[config.mk]
export PLATFORM = sky130hd
export DESIGN_NAME = branch_resolver_flat
export DESIGN_NICKNAME = d
export VERILOG_FILES = /design/src/rtl/branch_resolver_if.sv /design/src/rtl/branch_resolver.sv /design/src/flat_wrapper.sv
export SDC_FILE = /design/constraint.sdc
export NUM_CORES = 1
export LEC_CHECK = 0
export ABC_AREA = 1
export BUFFER_PORTS_ARGS = -buffer_cell sky130_fd_sc_hd__buf_4
export CAP_MARGIN = 20
export CORE_MARGIN = 4
export CORE_UTILIZATION = 40
export CTS_CLUSTER_DIAMETER = 80
export CTS_CLUSTER_SIZE = 40
export DETAILED_ROUTE_END_ITERATION = 10
export GPL_ROUTABILITY_DRIVEN = 0
export GPL_TIMING_DRIVEN = 0
export SLEW_MARGIN = 20
export SYNTH_ARGS = -nofsm -noshare
export SYNTH_HDL_FRONTEND = slang
export SYNTH_SLANG_ARGS = --single-unit
export TNS_END_PERCENT = 20
[constraint.sdc]
create_clock -name CLK -period 6.75 [get_ports CLK]
set_clock_uncertainty 0.2 [all_clocks]
set_input_delay 0.3375 -clock CLK [delete_from_list [all_inputs] [get_ports CLK]]
set_output_delay 0.3375 -clock CLK [all_outputs]
set_load 0.03 [all_outputs]
[src/rtl/branch_resolver_if.sv]
// Bundles the fetch-side prediction push, the EX resolution inputs and the
// resolution/flush outputs of the branch resolver.
interface branch_resolver_if;
  logic        Pred_push;
  logic [31:0] Pred_PC;
  logic        Pred_taken;
  logic [31:0] Pred_addr;
  logic [1:0]  Pred_bits;
  logic        Ex_valid;
  logic [31:0] Ex_PC;
  logic [31:0] Ex_instr;
  logic        Ex_taken;
  logic [31:0] Ex_target;
  logic [31:0] Branch_instr;
  logic [31:0] Branch_addr;
  logic        Branch_resolved;
  logic [31:0] Branch_resolved_addr;
  logic [1:0]  Branch_predictions;
  logic        Flush;
  logic [31:0] Redirect_addr;
  logic        Overflow;
  logic        Seq_error;
  logic [31:0] Branch_count;
  logic [31:0] Mispredict_count;

  modport master (
    output Pred_push, Pred_PC, Pred_taken, Pred_addr, Pred_bits,
           Ex_valid, Ex_PC, Ex_instr, Ex_taken, Ex_target,
    input  Branch_instr, Branch_addr, Branch_resolved, Branch_resolved_addr,
           Branch_predictions, Flush, Redirect_addr, Overflow, Seq_error,
           Branch_count, Mispredict_count
  );

  modport slave (
    input  Pred_push, Pred_PC, Pred_taken, Pred_addr, Pred_bits,
           Ex_valid, Ex_PC, Ex_instr, Ex_taken, Ex_target,
    output Branch_instr, Branch_addr, Branch_resolved, Branch_resolved_addr,
           Branch_predictions, Flush, Redirect_addr, Overflow, Seq_error,
           Branch_count, Mispredict_count
  );
endinterface

[src/rtl/branch_resolver.sv]
// Resolves queued fetch predictions against EX outcomes; record/flush registered, 1-cycle latency.
// No backpressure: pushes on a full queue are dropped (sticky Overflow), EX traffic is ignored while draining.
module branch_resolver #(
  parameter int          DEPTH           = 4,
  parameter int          DRAIN_CYCLES    = 2,
  parameter logic [31:0] FALLTHRU_OFFSET = 32'd8
) (
  input logic              CLK,
  input logic              RESET,
  branch_resolver_if.slave bus
);
  localparam int AW = $clog2(DEPTH);
  localparam int DW = (DRAIN_CYCLES < 2) ? 1 : $clog2(DRAIN_CYCLES + 1);

  typedef struct packed {
    logic [31:0] pc;
    logic        taken;
    logic [31:0] addr;
    logic [1:0]  bits;
  } pred_t;

  typedef enum logic {RUN, DRAIN} state_t;

  pred_t          pred_q [DEPTH];
  logic [AW:0]    wr_ptr, rd_ptr;
  state_t         state;
  logic [DW-1:0]  drain_cnt;

  logic        empty, full, accept, pop, push, mispredict, overflow_evt;
  pred_t       head;
  logic [31:0] redirect;

  always_comb begin
    empty        = (wr_ptr == rd_ptr);
    full         = (wr_ptr[AW] != rd_ptr[AW]) && (wr_ptr[AW-1:0] == rd_ptr[AW-1:0]);
    accept       = bus.Ex_valid && (state == RUN);
    pop          = accept && !empty;
    // An empty queue resolves against a not-taken, zero-target default.
    head         = empty ? '0 : pred_q[rd_ptr[AW-1:0]];
    mispredict   = accept && ((head.taken != bus.Ex_taken) ||
                              (bus.Ex_taken && (head.addr != bus.Ex_target)));
    push         = bus.Pred_push && (state == RUN) && !mispredict && (!full || pop);
    overflow_evt = bus.Pred_push && (state == RUN) && full && !pop;
    redirect     = bus.Ex_taken ? bus.Ex_target : bus.Ex_PC + FALLTHRU_OFFSET;
  end

  always_ff @(posedge CLK) begin
    if (push) begin
      pred_q[wr_ptr[AW-1:0]] <= '{pc: bus.Pred_PC, taken: bus.Pred_taken,
                                  addr: bus.Pred_addr, bits: bus.Pred_bits};
    end
  end

  always_ff @(posedge CLK or posedge RESET) begin
    if (RESET) begin
      state                    <= RUN;
      drain_cnt                <= '0;
      wr_ptr                   <= '0;
      rd_ptr                   <= '0;
      bus.Branch_instr         <= '0;
      bus.Branch_addr          <= '0;
      bus.Branch_resolved      <= 1'b0;
      bus.Branch_resolved_addr <= '0;
      bus.Branch_predictions   <= '0;
      bus.Flush                <= 1'b0;
      bus.Redirect_addr        <= '0;
      bus.Overflow             <= 1'b0;
      bus.Seq_error            <= 1'b0;
      bus.Branch_count         <= '0;
      bus.Mispredict_count     <= '0;
    end else begin
      case (state)
        RUN: begin
          if (mispredict && (DRAIN_CYCLES != 0)) begin
            state     <= DRAIN;
            drain_cnt <= DW'(DRAIN_CYCLES);
          end
        end
        DRAIN: begin
          if (drain_cnt <= 1) state <= RUN;
          else                drain_cnt <= drain_cnt - 1'b1;
        end
        default: state <= RUN;
      endcase

      // A mispredict discards everything fetched down the wrong path.
      if (mispredict) begin
        rd_ptr <= wr_ptr;
      end else begin
        if (pop)  rd_ptr <= rd_ptr + 1'b1;
        if (push) wr_ptr <= wr_ptr + 1'b1;
      end

      bus.Branch_instr         <= accept ? bus.Ex_instr  : '0;
      bus.Branch_addr          <= accept ? bus.Ex_PC     : '0;
      bus.Branch_resolved      <= accept && bus.Ex_taken;
      bus.Branch_resolved_addr <= accept ? bus.Ex_target : '0;
      bus.Branch_predictions   <= accept ? head.bits     : '0;
      bus.Flush                <= mispredict;
      bus.Redirect_addr        <= mispredict ? redirect  : '0;

      if (overflow_evt)                 bus.Overflow  <= 1'b1;
      if (pop && head.pc != bus.Ex_PC)  bus.Seq_error <= 1'b1;
      if (accept)     bus.Branch_count     <= bus.Branch_count + 32'd1;
      if (mispredict) bus.Mispredict_count <= bus.Mispredict_count + 32'd1;
    end
  end
endmodule
[src/flat_wrapper.sv]
// flat-port wrapper written by rule: the top's interface ports become plain ports
module branch_resolver_flat 
#(
  parameter int          DEPTH           = 4,
  parameter int          DRAIN_CYCLES    = 2,
  parameter logic [31:0] FALLTHRU_OFFSET = 32'd8
)
  (CLK, RESET, bus_Pred_push, bus_Pred_PC, bus_Pred_taken, bus_Pred_addr, bus_Pred_bits, bus_Ex_valid, bus_Ex_PC, bus_Ex_instr, bus_Ex_taken, bus_Ex_target, bus_Branch_instr, bus_Branch_addr, bus_Branch_resolved, bus_Branch_resolved_addr, bus_Branch_predictions, bus_Flush, bus_Redirect_addr, bus_Overflow, bus_Seq_error, bus_Branch_count, bus_Mispredict_count);
  branch_resolver_if bus_i ();
  input logic CLK;
  input logic RESET;
  input wire logic [$bits(bus_i.Pred_push)-1:0] bus_Pred_push;
  input wire logic [$bits(bus_i.Pred_PC)-1:0] bus_Pred_PC;
  input wire logic [$bits(bus_i.Pred_taken)-1:0] bus_Pred_taken;
  input wire logic [$bits(bus_i.Pred_addr)-1:0] bus_Pred_addr;
  input wire logic [$bits(bus_i.Pred_bits)-1:0] bus_Pred_bits;
  input wire logic [$bits(bus_i.Ex_valid)-1:0] bus_Ex_valid;
  input wire logic [$bits(bus_i.Ex_PC)-1:0] bus_Ex_PC;
  input wire logic [$bits(bus_i.Ex_instr)-1:0] bus_Ex_instr;
  input wire logic [$bits(bus_i.Ex_taken)-1:0] bus_Ex_taken;
  input wire logic [$bits(bus_i.Ex_target)-1:0] bus_Ex_target;
  output wire logic [$bits(bus_i.Branch_instr)-1:0] bus_Branch_instr;
  output wire logic [$bits(bus_i.Branch_addr)-1:0] bus_Branch_addr;
  output wire logic [$bits(bus_i.Branch_resolved)-1:0] bus_Branch_resolved;
  output wire logic [$bits(bus_i.Branch_resolved_addr)-1:0] bus_Branch_resolved_addr;
  output wire logic [$bits(bus_i.Branch_predictions)-1:0] bus_Branch_predictions;
  output wire logic [$bits(bus_i.Flush)-1:0] bus_Flush;
  output wire logic [$bits(bus_i.Redirect_addr)-1:0] bus_Redirect_addr;
  output wire logic [$bits(bus_i.Overflow)-1:0] bus_Overflow;
  output wire logic [$bits(bus_i.Seq_error)-1:0] bus_Seq_error;
  output wire logic [$bits(bus_i.Branch_count)-1:0] bus_Branch_count;
  output wire logic [$bits(bus_i.Mispredict_count)-1:0] bus_Mispredict_count;
  assign bus_i.Pred_push = bus_Pred_push;
  assign bus_i.Pred_PC = bus_Pred_PC;
  assign bus_i.Pred_taken = bus_Pred_taken;
  assign bus_i.Pred_addr = bus_Pred_addr;
  assign bus_i.Pred_bits = bus_Pred_bits;
  assign bus_i.Ex_valid = bus_Ex_valid;
  assign bus_i.Ex_PC = bus_Ex_PC;
  assign bus_i.Ex_instr = bus_Ex_instr;
  assign bus_i.Ex_taken = bus_Ex_taken;
  assign bus_i.Ex_target = bus_Ex_target;
  assign bus_Branch_instr = bus_i.Branch_instr;
  assign bus_Branch_addr = bus_i.Branch_addr;
  assign bus_Branch_resolved = bus_i.Branch_resolved;
  assign bus_Branch_resolved_addr = bus_i.Branch_resolved_addr;
  assign bus_Branch_predictions = bus_i.Branch_predictions;
  assign bus_Flush = bus_i.Flush;
  assign bus_Redirect_addr = bus_i.Redirect_addr;
  assign bus_Overflow = bus_i.Overflow;
  assign bus_Seq_error = bus_i.Seq_error;
  assign bus_Branch_count = bus_i.Branch_count;
  assign bus_Mispredict_count = bus_i.Mispredict_count;
  branch_resolver #(.DEPTH(DEPTH), .DRAIN_CYCLES(DRAIN_CYCLES), .FALLTHRU_OFFSET(FALLTHRU_OFFSET)) u_core (.CLK(CLK), .RESET(RESET), .bus(bus_i));
endmodule
==> impl_results.md, run 1 <==
* Status: complete, no violations
* Fin nets at 2,908
* CP arrival at 4.68 ns
* Critical path type: flop to flop
* Iter 0 DRT Violations at 1,655
* Largest cells by area after synthesis: edfxtp_1 39%, dfrtp_1 25%, nand2_1 9.8%, nor2_1 6.1%, inv_1 3.7%
* Initial Util at 0.4050
* Max_slew headroom at 0.2019
* Setup crit end kind: flop
* Unrepaired setup endpoints after global routing: no
* Area Overhead vs Synth at 32.20%
* Share of the synthesized area in the top cell type at 0.3857
* Cell Chain, Critical Path: inv_2, clkbuf_1, nand2_1, nand2_1, nand2_1, nand2_1, nand2_1, nand2_1, nand2_1, nor2_1, nand2_1, nor2_1, nand3_1, o21bai_1, buf_4, nand2_1, nor2_4, buf_12, buf_12, buf_16
* Max Clk Rate at 218.5 MHz
* LEAKAGE at 12.66 nW
* Synth Cell Area at 20,860 sq um
* All-layer global routing usage at 0.2486
* Largest net degree at the start of global routing at 102
* Post-route ant nets at 0
* GR Overflow Total at 0
* Row count at 83
* Most common cell in the netlist: nand2_1
* Syn nets at 2,335
* Ys flop type: edfxtp_1
* DRC viols at 0
* Flops & latches, synth at 475
* Vias in the first global route at 17,143
* Final WS setup at 2.174 ns
* Async S/R FF share, synth at 0.4358
* H-tree levels at 1
* Min-Delay Path Class: primary input to flop
* CP max FO at 20
* Final hold violations at 0
* Fillers at 4,585
* Vias at 17,592
* Critical path's most frequent cell: nand2_1
* Slowest cell on the critical path: clkbuf_1
* Max Root-Sink Buffers at 3
* Pre-CTS setup slack at 2.225 ns
* Layout cells sized above 1 at 0.1734
* Pins Over Slew Limit at 0
* Post-CTS Resized at 0
* I/O Buffers at 361
* First-pass GRT wire length at 106,300 microns
* Hold_buf cts at 166
* Worst slew pin tran at 1.197 ns
* Library cells used by synthesis at 35
* Setup_tns at 0 ns
* Final setup viols at 0
* Min Clock Period, post-route at 4.576 ns
* Io pins at 366
* Post-synth top cells: 542 x nand2_1, 341 x nor2_1, 268 x edfxtp_1, 207 x dfrtp_1, 207 x inv_1
* TritonCTS clock tree: built
* DIE HEIGHT at 236.4 microns
* CTS clock-pin slew for the worst setup and hold paths at 0.11 ns
* Fin util at 0.5355
* Syn Inst Count at 2,158
* EDFF count, synth at 268
* Clk sinks at 475
* DRT Pass-1 Iters at 5
* Worst Path Required at 6.85 ns
* CP Launch Type: flop
* Via/cell ratio at 5.126
* Yosys top cell by area: edfxtp_1
* Period Utilization, post-route at 0.6779
* Clk_lat worst skew at 0.61 ns
* Synth Warn # at 0
* Sequential area share after synthesis at 0.6340
* Maximum vdd drop at 329.6 uV
* Syn Area/Cell at 9.668 sq um
* Root Driver: clkbuf_16
* Core ar. at 51,510 sq um
* Initial antenna violation count at 4
* PwrDens at 354.4 nW/um^2
* CTS Buf Count at 27
* Post-DP HPWL at 53,100 microns
* Slowest stage delay, CP at 0.53 ns
* WL per Instance at 20.89 microns
* Die X at 236.4 microns
* Total wire length at 71,710 microns
* # Post-CTS Setup Buffers at 0
* MaxCap Viol Count at 0
* Die area at 55,880 sq um
[placed cells by master (no fill, tap or decap), drive strengths merged]
cell type,instances
a31o,1
nand3,99
o22ai,22
dlygate4sd3,166
a211oi,1
ha,9
nand2,543
or2,1
nand4,26
inv,221
clkinvlp,1
clkbuf,75
edfxtp,268
o21bai,1
bufinv,1
clkinv,9
buf,418
a22oi,2
a31oi,1
nor2,341
nand3b,1
xor2,79
or3,1
nor3b,1
nor4,21
o21ai,150
dfrtp,207
diode,1
and3,1
a21oi,11
xnor2,26
nor3,44
and2,3
[path summary, 6_finish.rpt]
| path | start | end | slack (ns) | depth (start not counted) |
|---|---|---|---|---|
| min in group asynchronous | RESET | u_core.bus.Mispredict_count[28]$_DFFE_PP0P_ | 0.63 | 4 |
| max reg2reg | u_core.rd_ptr[0]$_DFFE_PP0P_ | u_core.pred_q[1][54]$_DFFE_PP_ | 2.17 | 20 |
| min reg2reg | u_core.bus.Seq_error$_DFFE_PP0P_ | u_core.bus.Seq_error$_DFFE_PP0P_ | 0.27 | 2 |
| max in group asynchronous | RESET | u_core.bus.Branch_resolved_addr[31]$_DFF_PP0_ | 4.99 | 5 |
| max | u_core.rd_ptr[0]$_DFFE_PP0P_ | u_core.pred_q[1][54]$_DFFE_PP_ | 2.17 | 20 |
| min | bus_Ex_PC[19] | u_core.bus.Branch_addr[19]$_DFF_PP0_ | 0.05 | 3 |
[critical path, delay by kind of cell, from the launching register on]
| kind | cells | cell delay, ns |
|---|---|---|
| and+or+nand+nor | 13 | 1.84 |
| buffers and inverters | 6 | 1.59 |
| AOI/OAI and AO/OA | 1 | 0.15 |
| DFF | 1 | 0.47 |
[report_power, final]
group          switching (mW)  leakage (nW)  total, mW  internal, mW
Combinational            2.79          6.97       4.06          1.27
Sequential              0.171          5.19       3.69          3.52
Clock                    1.15         0.496       2.02         0.876
Total                    4.11          12.7       9.77          5.67
[metrics by stage]
step	area, sq um	cells	hold WS, ns	power [mW]
final	27580	3432	0.05438	9.774
after global routing	27580	3431	0.01802	10.29
after CTS	27580	3431	0.01989	9.759
after detailed placement	24880	3216	0.04635	7.658
after global placement	24420	3199	0.2524	7.543
after floorplan	20860	2158	0.2364	6.098
[logic make-up (layout without fill, tap and decap cells)]
kind of cell    count (synthesis)  count (layout)  share of synthesized area
other cells                     0               1                          0
compound gates                189             189                    0.04738
simple gates                 1082            1082                     0.2101
xor+xnor                      105             105                    0.04408
flops                         475             475                     0.6340
fa+ha+maj                       9               9                   0.005397
buf+inv                       298             891                    0.05907
[layout make-up]
type                    count  area (sq um)  share of cell area
diodes                      1         2.502          0.00009072
plain buffers              88         439.2             0.01592
clock buffers              27         675.6             0.02450
clock inverters            22         367.9             0.01334
inverters                 210         800.8             0.02903
multi-input cells        1385          6434              0.2333
flip-flops and latches    475         13230              0.4796
well taps                 680         850.8             0.03085
repair buffers            544          4785              0.1735
[flip-flops by register name (all words and copies together), names as in the netlist, 2 cells and up]
register,cells
u_core.rd_ptr,3
u_core.bus.Branch_count,32
u_core.bus.Mispredict_count,32
u_core.drain_cnt,2
u_core.bus.Branch_resolved_addr,32
u_core.bus.Branch_predictions,2
u_core.bus.Redirect_addr,32
u_core.bus.Branch_instr,32
u_core.pred_q,268
u_core.bus.Branch_addr,32
u_core.wr_ptr,3
[metal layers]
| layer | global-route usage | vias to the layer above | wire (microns) |
|---|---|---|---|
| met5 | 0 | - | 27 |
| met4 | 0.07785 | 4 | 2603 |
| met3 | 0.04291 | 133 | 6528 |
| met2 | 0.3973 | 879 | 32670 |
| met1 | 0.3491 | 8439 | 29880 |
| li1 | - | 8137 | - |
Note: power is estimated with default switching activity, not from simulation.
==> inputs of run 2 (changes only) <==
ABC_AREA = 0   (was 1)
clock period = 4.1 ns   (was 6.75 ns; I/O delays follow)
==> impl_results.md, run 2 <==
* Status: complete, no violations
* Final hold violations at 0
* Maximum vdd drop at 366.3 uV
* Syn Inst Count at 1,336
* CP Launch Type: flop
* Final setup viols at 0
* Post-Synth Simple-Gate Area at 0.1160
* Core ar. at 48,150 sq um
* Synth Cell Area at 19,620 sq um
* Setup crit end kind: flop
* Max Root-Sink Buffers at 3
* Post-synthesis xor/xnor area fraction at 0.05479
* Met2 Use GR at 0.3686
* Worst slew pin tran at 0.7429 ns
* MaxCap Viol Count at 0
* CTS clock-pin slew for the worst setup and hold paths at 0.12 ns
* Syn nets at 1,513
* DRT Pass-1 Iters at 5
* Largest net degree at the start of global routing at 43
* CP arrival at 4.14 ns
* GR Util met1 at 0.3105
* Slowest cell on the critical path: mux4_2
* Share of the synthesized area in the top cell type at 0.4102
* Die area at 52,650 sq um
* All-layer global routing usage at 0.2263
* Yosys top cell by area: edfxtp_1
* Synth Area in Compound Gates at 0.04082
* Async S/R FF share, synth at 0.4358
* Post-synthesis adder-cell area fraction at 0.005740
* Max_slew headroom at 0.5048
* TritonCTS clock tree: built
* Library cells used by synthesis at 53
* EDFF count, synth at 268
* Largest family of logic cells by synthesized area: simple AND/OR/NAND/NOR gates
* Syn Area/Cell at 14.68 sq um
* Placed cell count at 2,353
* Met3 GRT Util at 0.04846
* Most used routing layer: met2
* Sequential area share after synthesis at 0.6743
* Period Utilization, post-route at 0.9842
* Max reg flops at 268
* Layout cells sized above 1 at 0.2808
* Synth Warn # at 0
* DIE HEIGHT at 229.5 microns
* Mux share of post-synthesis cell area at 0.08776
* Initial Util at 0.4075
* DRC viols at 0
* Via/cell ratio at 5.231
* Vias in the first global route at 13,725
* Clk_lat worst skew at 0.59 ns
* Fin util at 0.5471
* Row count at 80
* Critical path's most frequent cell: buf_12
* Critical path type: flop to flop
* LEAKAGE at 10.71 nW
* Post-synth top cells: 268 x edfxtp_1, 207 x dfrtp_1, 102 x nor2_1, 100 x and2_1, 67 x mux4_2
* Iter 0 DRT Violations at 1,244
* Min Clock Period, post-route at 4.035 ns
* Slowest stage delay, CP at 0.56 ns
* Commonest cells after routing, fill and taps aside: 369 x buf_4, 268 x edfxtp_1, 205 x dfrtp_1
* Die X at 229.5 microns
* First-pass GRT wire length at 89,740 microns
* Initial antenna violation count at 2
* Io pins at 366
* Post-route ant nets at 0
* Largest cells by area after synthesis: edfxtp_1 41%, dfrtp_1 26%, mux4_2 7.7%, and2_1 3.2%, xnor2_1 2.9%
* Total wire length at 61,040 microns
* Post-DP HPWL at 42,430 microns
* Largest delay share family, worst path: buffers and inverters
* Min-Delay Path Class: primary input to flop
* Fillers at 3,936
* CTS Buf Count at 24
* Fin cells at 2,588
* I/O Buffers at 351
* Pins Over Slew Limit at 0
* WL per Instance at 23.59 microns
* CP max FO at 19
* Fin nets at 2,089
* Area Overhead vs Synth at 34.27%
* Root Driver: clkbuf_16
* H-tree levels at 1
* Clk sinks at 475
* Vias at 13,537
* Crit path buffers/inverters at 7
* Unrepaired setup endpoints after global routing: yes
* PwrDens at 580.1 nW/um^2
* Most common cell in the netlist: edfxtp_1
* Flops & latches, synth at 475
* Worst Path Required at 4.20 ns
* Max Clk Rate at 247.8 MHz
* Cell Chain, Critical Path: buf_12, buf_12, buf_12, mux4_2, a222oi_1, nand4_1, nor3_2, o221ai_2, o21ai_2, buf_4, buf_6, buf_6, and3_4, buf_16
* Ys flop type: edfxtp_1
* Commonest non-fill, non-tap cell in the layout: buf_4
* GR Overflow Total at 0
## run 2: changes by cell type after synthesis, moves of 24 or more
cell and delta:
and2_1 +97, xor2_1 -26, mux4_2 +67, o21ai_0 -110, xnor2_1 +40, nand3_1 -45, inv_1 -187, and3_1 +24
nor2_1 -239, nand2_1 -500
## run 2: layer usage
| layer | part of all wire | wire (microns) |
|---|---|---|
| met3 | 0.083 | 5086 |
| met1 | 0.42 | 25450 |
| met4 | 0.029 | 1764 |
| met5 | 0.00028 | 17 |
| met2 | 0.47 | 28730 |
## run 2: cell families after synthesis
family / Yosys count
compound gates: 127
simple gates: 427
fa+ha+maj: 9
xor+xnor: 121
flops: 475
buf+inv: 89
mux: 88
## run 2: worst min-delay path, stage by stage
cell      delay, ns
buf_4          0.09
nand2b_1       0.05
clkbuf_1       0.29
nor2_1         0.16
## run 2: power breakdown
part | leakage (nW) | internal [mW] | switching, mW
Clock | 0.459 | 1.30 | 1.84
Sequential | 5.15 | 5.82 | 0.327
Combinational | 5.09 | 2.44 | 3.55
## run 2: through the flow
| stage | cell area [sq um] | power, mW | hold slack (ns) | setup slack [ns] | TNS (ns) |
|---|---|---|---|---|---|
| 2_1_floorplan | 19620 | 9.694 | 0.1039 | -0.6449 | -145.44 |
| 3_3_place_gp | 23080 | 11.58 | 0.2049 | -3.029 | -861.85 |
| 3_5_place_dp | 23320 | 11.70 | 0.1594 | -0.8043 | -150.43 |
| 4_1_cts | 26160 | 15.16 | 0.01561 | 0.03513 | 0 |
| 5_1_grt | 26340 | 16.02 | 0.09388 | -0.01605 | -0.1572 |
| 6_report | 26340 | 15.28 | 0.05111 | 0.06465 | 0 |
## run 2: what timing repair did
action,CTS,global route
endpoints found under the setup margin,270,267
gates resized for setup,21,21
endpoints found under the hold margin,478,0
pin swaps,5,1
gates cloned,5,3
setup buffers,13,4
hold buffers,165,0
## run 2: area by class of cell
class                      count  area [sq um]  area share
clock inverter                19         346.6     0.01316
buffer                        68         392.9     0.01492
tap                          656         820.8     0.03116
timing repair buffer         546          4738      0.1799
sequential                   475         13230      0.5023
inverter                      20         78.83    0.002993
multi-input combinational    777          6102      0.2317
antenna                        2         5.005   0.0001900
clock buffer                  25         625.6     0.02375
## run 2: worst paths after layout
kind,to,depth (start not counted),from,slack [ns]
setup / recovery,u_core.pred_q[1][54]$_DFFE_PP_,14,u_core.rd_ptr[0]$_DFFE_PP0P_,0.06
hold / removal,u_core.bus.Branch_resolved_addr[23]$_DFF_PP0_,4,bus_Ex_valid,0.05
setup reg to reg,u_core.pred_q[1][54]$_DFFE_PP_,14,u_core.rd_ptr[0]$_DFFE_PP0P_,0.06
hold reg to reg,u_core.bus.Seq_error$_DFFE_PP0P_,1,u_core.bus.Seq_error$_DFFE_PP0P_,0.28
max in group asynchronous,u_core.bus.Branch_addr[29]$_DFF_PP0_,6,RESET,2.55
min in group asynchronous,u_core.bus.Mispredict_count[4]$_DFFE_PP0P_,3,RESET,0.07
==> inputs of run 3 (changes only) <==
CORE_UTILIZATION = 28   (was 40)
==> impl_results.md, run 3 (synthesized netlist as in run 2, its figures left out) <==
* Max Clk Rate at 247.5 MHz
* Commonest non-fill, non-tap cell in the layout: buf_4
* Slowest cell on the critical path: mux4_2
* WL per Instance at 23.15 microns
* I/O Buffers at 351
* Max Root-Sink Buffers at 3
* Post-DP HPWL at 47,810 microns
* Area Overhead vs Synth at 36.49%
* Max reg flops at 268
* PwrDens at 580.7 nW/um^2
* Via/cell ratio at 4.771
* First-pass GRT wire length at 96,080 microns
* Max_slew headroom at 0.3332
* TritonCTS clock tree: built
* CTS clock-pin slew for the worst setup and hold paths at 0.11 ns
* Die X at 272.7 microns
* Die area at 74,360 sq um
* Core ar. at 69,070 sq um
* Period Utilization, post-route at 0.9855
* Min-Delay Path Class: primary input to async pin
* Final setup viols at 0
* Vias in the first global route at 14,277
* CTS Buf Count at 29
* GR Overflow Total at 0
* Fin nets at 2,085
* Maximum vdd drop at 387.6 uV
* Commonest cells after routing, fill and taps aside: 357 x buf_4, 268 x edfxtp_1, 206 x dfrtp_1
* Initial Util at 0.2840
* CP max FO at 16
* H-tree levels at 1
* Cell Chain, Critical Path: buf_8, buf_12, buf_12, mux4_2, a222oi_1, nand4_1, nor3_2, o221ai_2, o21ai_2, buf_6, buf_8, and3_4, bufbuf_16
* WHS at 0.02550 ns
* Placed inst area at 23,670 sq um
* Pins Over Slew Limit at 0
* CP Launch Type: flop
* DRC viols at 0
* LEAKAGE at 10.74 nW
* Clk sinks at 475
* Clk_lat worst skew at 0.62 ns
* Total wire length at 66,380 microns
* Final instance area at 26,780 sq um
* Vias at 13,678
* MaxCap Viol Count at 0
* Final hold violations at 0
* Setup crit end kind: flop
* Post-route ant nets at 0
* Status: complete, no violations
* Iter 0 DRT Violations at 1,154
* CP arrival at 4.16 ns
* Cells on worst reg2reg path at 13
* Unrepaired setup endpoints after global routing: yes
* Min Clock Period, post-route at 4.041 ns
* Io pins at 366
* Critical path type: flop to flop
* All-layer global routing usage at 0.1731
* DRT Pass-1 Iters at 5
* DIE HEIGHT at 272.7 microns
* Largest net degree at the start of global routing at 35
* Worst Path Required at 4.22 ns
* Root Driver: clkbuf_16
* Worst slew pin tran at 1.000 ns
* Slowest stage delay, CP at 0.56 ns
* Initial antenna violation count at 12
* Layout cells sized above 1 at 0.2793
* Row count at 96
run 3: changes by cell type in the layout (fill, tap and decap cells not counted), sizes merged:
cell and delta:
buf -10, clkbuf +7, diode +4, and3 +1, bufbuf +1, bufinv +1, clkdlybuf4s15 -1, clkinvlp +1
inv +1, xor2 -1
run 3: final timing paths:
path | from | slack (ns) | endpoint
setup / recovery | u_core.rd_ptr[0]$_DFFE_PP0P_ | 0.06 | u_core.pred_q[1][8]$_DFFE_PP_
hold / removal | RESET | 0.03 | u_core.bus.Mispredict_count[10]$_DFFE_PP0P_
setup reg to reg | u_core.rd_ptr[0]$_DFFE_PP0P_ | 0.06 | u_core.pred_q[1][8]$_DFFE_PP_
hold reg to reg | u_core.bus.Mispredict_count[31]$_DFFE_PP0P_ | 0.29 | u_core.bus.Mispredict_count[31]$_DFFE_PP0P_
max in group asynchronous | RESET | 2.63 | u_core.bus.Branch_addr[31]$_DFF_PP0_
min in group CLK | bus_Ex_taken | 0.10 | u_core.bus.Redirect_addr[9]$_DFF_PP0_
run 3: worst max-delay path, delay by kind of cell (launching register included):
kind | cells | cell delay (ns)
flip-flops | 1 | 0.40
AO/OA/AOI/OAI | 3 | 0.70
multiplexers | 1 | 0.56
AND/OR/NAND/NOR | 3 | 0.65
buffers and inverters | 6 | 1.21
run 3: report_power, final:
| group | switching (mW) | internal [mW] | leakage, nW |
|---|---|---|---|
| registers | 0.341 | 5.82 | 5.15 |
| clock network | 1.93 | 1.54 | 0.532 |
| logic | 3.56 | 2.36 | 5.05 |
| total | 5.83 | 9.72 | 10.7 |
run 3: area by class of cell:
type / count / area (sq um)
flip-flops and latches: 475 / 13230
clock buffers: 31 / 737.0
well taps: 931 / 1165
inverters: 20 / 78.83
diodes: 6 / 15.01
repair buffers: 537 / 4697
multi-input cells: 777 / 6095
fillers: 6474 / 42290
clock inverters: 22 / 372.9
plain buffers: 68 / 387.9
run 3: per-stage QoR:
step	total power, mW	TNS (ns)	setup slack (ns)	cells	utilization
6_report	15.55	0	0.05949	2867	0.3877
5_1_grt	16.32	-0.4770	-0.03523	2865	0.3876
4_1_cts	15.58	0	0.005774	2860	0.3859
3_5_place_dp	11.74	-164.19	-0.8964	2629	0.3427
3_3_place_gp	11.63	-887.20	-3.118	2618	0.3391
2_1_floorplan	9.694	-145.44	-0.6449	1336	-
run 3: layer usage:
layer  part of all wire  GRT usage  wire length [microns]
met5             0.0011          0                     71
met4              0.022    0.03907                   1482
met3              0.081    0.04258                   5370
met2               0.48     0.2889                  31580
met1               0.42     0.2294                  27870
run 3: what timing repair did:
action                                 in CTS  in global routing
pin swaps                                   6                  3
endpoints found under the hold margin     461                  0
setup endpoints to repair                 271                256
setup buffers                               7                  1
gates cloned                                6                  1
resized for setup                          20                 19
hold buffers                              165                  0
